[src/rtl/sad_search_ctrl_if.sv]
// Handshake and datapath-control bundle for the SAD search controller.
// The controller takes the slave side. The master side starts and aborts a
// search and returns the accumulated SAD.
interface sad_search_ctrl_if #(
  parameter int ROWS     = 8,
  parameter int NUM_CAND = 16
);
  localparam int CW = $clog2(NUM_CAND);
  localparam int RW = $clog2(ROWS);

  logic          start;
  logic          abort;
  logic          busy;
  logic          done;
  logic          row_valid;
  logic [RW-1:0] row_addr;
  logic [CW-1:0] cand_idx;
  logic          dp_clr;
  logic [15:0]   dp_sum;
  logic [15:0]   best_sad;
  logic [CW-1:0] best_idx;

  modport master (
    output start, abort, dp_sum,
    input  busy, done, row_valid, row_addr, cand_idx, dp_clr, best_sad, best_idx
  );

  modport slave (
    input  start, abort, dp_sum,
    output busy, done, row_valid, row_addr, cand_idx, dp_clr, best_sad, best_idx
  );
endinterface

[src/rtl/sad_search_ctrl.sv]
// Sequencing controller for the 8-pixel-wide SAD accumulator datapath.
// For every candidate the controller clears the accumulator, feeds the rows,
// and waits for the pipeline to drain. It then compares the SAD against the
// running minimum. The best candidate is reported with a single-cycle done
// pulse. All outputs are registered.
module sad_search_ctrl #(
  parameter int ROWS     = 8,
  parameter int NUM_CAND = 16,
  parameter int CLR_CYC  = 2,
  parameter int DP_LAT   = 3,
  parameter int CW       = $clog2(NUM_CAND),
  parameter int RW       = $clog2(ROWS)
) (
  input logic               clk,
  input logic               reset,
  sad_search_ctrl_if.slave  bus
);

  localparam int CNT_MAX = (ROWS > CLR_CYC) ? ((ROWS > DP_LAT) ? ROWS : DP_LAT)
                                            : ((CLR_CYC > DP_LAT) ? CLR_CYC : DP_LAT);
  localparam int CNTW = $clog2(CNT_MAX + 1);

  localparam logic [CNTW-1:0] CLR_LOAD  = CNTW'(CLR_CYC - 1);
  localparam logic [CNTW-1:0] FEED_LOAD = CNTW'(ROWS - 1);
  localparam logic [CNTW-1:0] LAT_LOAD  = CNTW'(DP_LAT - 1);
  localparam logic [CW-1:0]   LAST_CAND = CW'(NUM_CAND - 1);

  typedef enum logic [2:0] {
    S_IDLE,
    S_CLEAR,
    S_FEED,
    S_DRAIN,
    S_CMP,
    S_DONE
  } state_t;

  state_t          state_q;
  logic [CNTW-1:0] cnt_q;
  logic [CW-1:0]   cand_q;
  logic [RW-1:0]   row_q;
  logic            row_valid_q;
  logic            dp_clr_q;
  logic            busy_q;
  logic            done_q;
  logic [15:0]     min_sad_q;
  logic [CW-1:0]   min_idx_q;
  logic [15:0]     best_sad_q;
  logic [CW-1:0]   best_idx_q;

  logic            take;
  logic [15:0]     nxt_min_sad;
  logic [CW-1:0]   nxt_min_idx;

  // Running-minimum update. The first candidate always loads. A strict
  // compare keeps the lower index on a tie.
  always_comb begin
    take        = (cand_q == '0) || (bus.dp_sum < min_sad_q);
    nxt_min_sad = take ? bus.dp_sum : min_sad_q;
    nxt_min_idx = take ? cand_q : min_idx_q;
  end

  // Search FSM. Every output is produced directly as a register here.
  always_ff @(posedge clk or negedge reset) begin
    if (!reset) begin
      state_q     <= S_IDLE;
      cnt_q       <= '0;
      cand_q      <= '0;
      row_q       <= '0;
      row_valid_q <= 1'b0;
      dp_clr_q    <= 1'b0;
      busy_q      <= 1'b0;
      done_q      <= 1'b0;
      min_sad_q   <= '0;
      min_idx_q   <= '0;
      best_sad_q  <= '0;
      best_idx_q  <= '0;
    end else begin
      done_q <= 1'b0;
      if (bus.abort && state_q != S_IDLE) begin
        // Abort flushes the datapath for one cycle and drops the search.
        state_q     <= S_IDLE;
        cnt_q       <= '0;
        cand_q      <= '0;
        row_q       <= '0;
        row_valid_q <= 1'b0;
        dp_clr_q    <= 1'b1;
        busy_q      <= 1'b0;
      end else begin
        case (state_q)
          S_IDLE: begin
            dp_clr_q    <= 1'b0;
            row_valid_q <= 1'b0;
            if (bus.start && !bus.abort) begin
              state_q  <= S_CLEAR;
              busy_q   <= 1'b1;
              dp_clr_q <= 1'b1;
              cand_q   <= '0;
              cnt_q    <= CLR_LOAD;
            end
          end
          S_CLEAR: begin
            if (cnt_q == '0) begin
              state_q     <= S_FEED;
              dp_clr_q    <= 1'b0;
              row_valid_q <= 1'b1;
              row_q       <= '0;
              cnt_q       <= FEED_LOAD;
            end else begin
              cnt_q <= cnt_q - 1'b1;
            end
          end
          S_FEED: begin
            if (cnt_q == '0) begin
              state_q     <= S_DRAIN;
              row_valid_q <= 1'b0;
              row_q       <= '0;
              cnt_q       <= LAT_LOAD;
            end else begin
              row_q <= row_q + 1'b1;
              cnt_q <= cnt_q - 1'b1;
            end
          end
          S_DRAIN: begin
            if (cnt_q == '0) begin
              state_q <= S_CMP;
            end else begin
              cnt_q <= cnt_q - 1'b1;
            end
          end
          S_CMP: begin
            min_sad_q <= nxt_min_sad;
            min_idx_q <= nxt_min_idx;
            if (cand_q == LAST_CAND) begin
              // Publish the post-compare minimum so the last candidate counts.
              state_q    <= S_DONE;
              done_q     <= 1'b1;
              best_sad_q <= nxt_min_sad;
              best_idx_q <= nxt_min_idx;
            end else begin
              state_q  <= S_CLEAR;
              cand_q   <= cand_q + 1'b1;
              dp_clr_q <= 1'b1;
              cnt_q    <= CLR_LOAD;
            end
          end
          S_DONE: begin
            state_q <= S_IDLE;
            busy_q  <= 1'b0;
            cand_q  <= '0;
          end
          default: begin
            state_q <= S_IDLE;
          end
        endcase
      end
    end
  end

  assign bus.busy      = busy_q;
  assign bus.done      = done_q;
  assign bus.row_valid = row_valid_q;
  assign bus.row_addr  = row_q;
  assign bus.cand_idx  = cand_q;
  assign bus.dp_clr    = dp_clr_q;
  assign bus.best_sad  = best_sad_q;
  assign bus.best_idx  = best_idx_q;

endmodule

[src/flat_wrapper.sv]
// flat-port wrapper written by rule: the top's interface ports become plain ports
module sad_search_ctrl_flat 
#(
  parameter int ROWS     = 8,
  parameter int NUM_CAND = 16,
  parameter int CLR_CYC  = 2,
  parameter int DP_LAT   = 3,
  parameter int CW       = $clog2(NUM_CAND),
  parameter int RW       = $clog2(ROWS)
)
  (clk, reset, bus_start, bus_abort, bus_dp_sum, bus_busy, bus_done, bus_row_valid, bus_row_addr, bus_cand_idx, bus_dp_clr, bus_best_sad, bus_best_idx);
  sad_search_ctrl_if #(.ROWS(ROWS), .NUM_CAND(NUM_CAND)) bus_i ();
  input logic clk;
  input logic reset;
  input wire logic [$bits(bus_i.start)-1:0] bus_start;
  input wire logic [$bits(bus_i.abort)-1:0] bus_abort;
  input wire logic [$bits(bus_i.dp_sum)-1:0] bus_dp_sum;
  output wire logic [$bits(bus_i.busy)-1:0] bus_busy;
  output wire logic [$bits(bus_i.done)-1:0] bus_done;
  output wire logic [$bits(bus_i.row_valid)-1:0] bus_row_valid;
  output wire logic [$bits(bus_i.row_addr)-1:0] bus_row_addr;
  output wire logic [$bits(bus_i.cand_idx)-1:0] bus_cand_idx;
  output wire logic [$bits(bus_i.dp_clr)-1:0] bus_dp_clr;
  output wire logic [$bits(bus_i.best_sad)-1:0] bus_best_sad;
  output wire logic [$bits(bus_i.best_idx)-1:0] bus_best_idx;
  assign bus_i.start = bus_start;
  assign bus_i.abort = bus_abort;
  assign bus_i.dp_sum = bus_dp_sum;
  assign bus_busy = bus_i.busy;
  assign bus_done = bus_i.done;
  assign bus_row_valid = bus_i.row_valid;
  assign bus_row_addr = bus_i.row_addr;
  assign bus_cand_idx = bus_i.cand_idx;
  assign bus_dp_clr = bus_i.dp_clr;
  assign bus_best_sad = bus_i.best_sad;
  assign bus_best_idx = bus_i.best_idx;
  sad_search_ctrl #(.ROWS(ROWS), .NUM_CAND(NUM_CAND), .CLR_CYC(CLR_CYC), .DP_LAT(DP_LAT), .CW(CW), .RW(RW)) u_core (.clk(clk), .reset(reset), .bus(bus_i));
endmodule
[config.mk]
export PLATFORM = sky130hd
export DESIGN_NAME = sad_search_ctrl_flat
export DESIGN_NICKNAME = d
export VERILOG_FILES = /design/src/rtl/sad_search_ctrl_if.sv /design/src/rtl/sad_search_ctrl.sv /design/src/flat_wrapper.sv
export SDC_FILE = /design/constraint.sdc
export NUM_CORES = 1
export LEC_CHECK = 0
export ABC_AREA = 1
export BUFFER_PORTS_ARGS = -buffer_cell sky130_fd_sc_hd__buf_4
export CORE_UTILIZATION = 59
export CTS_BUF_LIST = sky130_fd_sc_hd__clkbuf_8
export DETAILED_ROUTE_END_ITERATION = 16
export GPL_TIMING_DRIVEN = 1
export PLACE_DENSITY = 0.9
export SLEW_MARGIN = 40
export SYNTH_ARGS = -nofsm -noshare
export SYNTH_HDL_FRONTEND = slang
export SYNTH_SLANG_ARGS = --single-unit
[constraint.sdc]
create_clock -name clk -period 2.5 [get_ports clk]
set_input_delay 0.25 -clock clk [delete_from_list [all_inputs] [get_ports clk]]
set_output_delay 0.25 -clock clk [all_outputs]
set_load 0.02 [all_outputs]
==> flow_summary.json <==
{
  "track_usage_pct": 29.6,
  "rr_worst_depth": 12,
  "grt_overflow": 0,
  "slew_viol_final": 0,
  "grt_pass1_vias": 2963,
  "tightest_slew_ps": 736,
  "nFillCells": 410,
  "worstPathMaxFanout": 19,
  "min_period_ps": 2050,
  "ys.warnings.count": 0,
  "tns_ps": 0,
  "reg2reg_from": "u_core.min_sad_q[15]",
  "cp.arrival_ps": 2280,
  "wire_per_inst_um": 14.0,
  "ir_drop_mv": 0.523,
  "p_per_area_nw_per_um2": 894,
  "hp-start": "bus_dp_sum[3]",
  "diodes": 0,
  "cp-end-kind": "flop",
  "holdPathStages": 5,
  "r2r_slack_ps": 450,
  "post_cts_buffers": 0,
  "synth_largest_area_cell": "dfrtp_1",
  "antenna_left": 0,
  "placementRows": 26,
  "start_util_pct": 62.6,
  "synth-edff-count": 0,
  "setup_viol": 0,
  "hp-class": "input pin to flop",
  "finish.instance_area_um2": 3910,
  "synth_area_um2": 3280,
  "insertion_delay_ps": 340,
  "synthTopCellsByCount": "nand2_1, nand3_1, inv_1",
  "slew_headroom_pct": 50.9,
  "place_area_um2": 3720,
  "yosysMostFrequentCell": "nand2_1",
  "clock-sinks": 58,
  "p_leak_nw": 2.20,
  "r2r_end": "u_core.bus.best_sad[7]",
  "syn_area_per_cell_um2": 7.54,
  "synth_seq_cells": 58,
  "cpMaxStageDelayCell": "dfrtp_1",
  "numPlacedInstances": 547,
  "drv_cap": 0,
  "cts_buffers": 9,
  "cts_resized": 0,
  "hold_buffers": 1,
  "io-pin-count": 51,
  "grt_pass1_wl_mm": 13.5,
  "cts_buffer_depth": 2,
  "setup_slack_ps": 446,
  "start_kind": "flop",
  "synth_ff_type": "dfrtp_1",
  "synthesis.nets": 474,
  "nets": 528,
  "ys_seq_area_share_pct": 44.3,
  "status": "complete, no violations",
  "synthCells": 435,
  "first_pass_iters": 4,
  "io_buffers": 50,
  "routed_wl_mm": 7.87,
  "area_delta_synth_final_pct": 19.3,
  "place_ws_ps": 489,
  "antenna_found_initial": 0,
  "clk_pin_slew_worst_paths_ps": 70,
  "synthArstFlopShare_pct": 100,
  "hpwl_mm": 5.30,
  "clock_skew_ps": 7.89,
  "crit_required_ps": 2720,
  "hold_viol_final": 0,
  "synth_cell_types": 27,
  "path_cells": "inv_1 -> ha_1 -> nand2_1 -> inv_1 -> nand3_1 -> inv_1 -> a21oi_1 -> nand2_1 -> nand2_2 -> nand2_1 -> nand3_1 -> nand2_1",
  "gp_congestion": 0.837,
  "drc": 0,
  "htree_num_levels": 3,
  "drtIter0Drc": 167,
  "synth.top_cell.area_share_pct": 44.3,
  "hold_path_end": "u_core.min_sad_q[3]",
  "slowest_delay_ps": 350,
  "die_h_um": 76.6,
  "drive_above_1_share_pct": 18.0,
  "path_common_cell": "nand2_1",
  "coreArea_um2": 5240,
  "die_area_um2": 5860,
  "power_mw": 3.50,
  "crit_type": "flop to flop",
  "final_cells": 564,
  "chipWidth_um": 76.6,
  "via_per_inst": 5.36,
  "clock.fmax_mhz": 487,
  "grt_start_max_net_pins": 59,
  "synth_top_cells_by_area": "dfrtp_1, nand2_1, nand3_1",
  "timing.final.crit_share_pct": 82.1,
  "cts-root-buf": "clkbuf_8",
  "rsz0062_at_grt": "false",
  "tritoncts": "built",
  "num_vias": 3024
}
## registers in the layout, summed over array words and instances, names as in the netlist
signal	flops
u_core.state_q	3
u_core.min_idx_q	4
u_core.bus.row_valid	1
u_core.bus.best_idx	4
u_core.bus.busy	1
u_core.bus.row_addr	3
u_core.cnt_q	4
u_core.bus.dp_clr	1
u_core.bus.done	1
u_core.min_sad_q	16
u_core.bus.cand_idx	4
u_core.bus.best_sad	16
## power breakdown
group,switching (mW),internal [mW],leakage (nW)
Sequential,0.129,1.14,0.791
Clock,0.385,0.449,0.100
Combinational,0.901,0.495,1.31
Total,1.42,2.08,2.20
## how the worst max path moves through the flow
stage                                     from                      end  slack [ps]
final                     u_core.min_sad_q[15]   u_core.bus.best_sad[7]         450
after global routing       u_core.min_sad_q[5]      u_core.min_sad_q[0]         180
after CTS                  u_core.min_sad_q[5]   u_core.bus.best_sad[7]         470
after detailed placement   u_core.min_sad_q[5]   u_core.bus.best_sad[2]         490
after global placement           bus_dp_sum[5]   u_core.bus.best_sad[2]         560
after floorplan            u_core.min_sad_q[5]  u_core.bus.best_sad[10]         780
## placed cells by master, fill, tap and decap left out, types with 3 or more instances in the layout
cell / instances
nor3_1: 7
inv_1: 60
dfrtp_1: 58
clkinv_2: 4
ha_1: 19
o21ai_0: 13
o21ai_1: 3
a21oi_1: 11
nand3_1: 74
nand2_1: 141
nor2_4: 3
nor2_1: 7
clkbuf_8: 9
buf_4: 55
inv_2: 7
nor2_2: 5
## routing by layer
metal | share of wire, % | track usage [%]
met5 | 0 | 0
met1 | 43 | 37.1
met4 | 2.5 | 15.2
met2 | 49 | 48.6
met3 | 5.4 | 5.75
## cells by family after synthesis
kind of cell,share of synthesized area [%]
AO/OA/AOI/OAI,6.41
XOR/XNOR,0.267
adder cells (fa/ha/maj),7.25
buffers and inverters,9.46
flip-flops,44.3
AND/OR/NAND/NOR,32.4
## worst max-delay path, delay by kind of cell (launching register included)
kind            cells  cell delay [ps]
simple gates        7              950
flops               1              350
fa+ha+maj           1              300
compound gates      1              180
buf+inv             3              160
## layout make-up
class | instances | area [um^2] | area share, %
Multi-Input combinational cell | 298 | 1520 | 38.8
Tap cell | 70 | 87.6 | 2.24
Clock inverter | 7 | 61.3 | 1.57
Timing Repair Buffer | 56 | 423 | 10.8
Inverter | 66 | 248 | 6.33
Clock buffer | 9 | 124 | 3.17
Sequential cell | 58 | 1450 | 37.1
## metrics by stage
stage | hold WS (ps) | util, %
after global routing | 265 | 74.7
after CTS | 235 | 74.7
after detailed placement | 360 | 71.0
final | 244 | 74.7
after global placement | 356 | 71.0
after floorplan | -45.6 | -
Power figures use the tool's default switching activity.
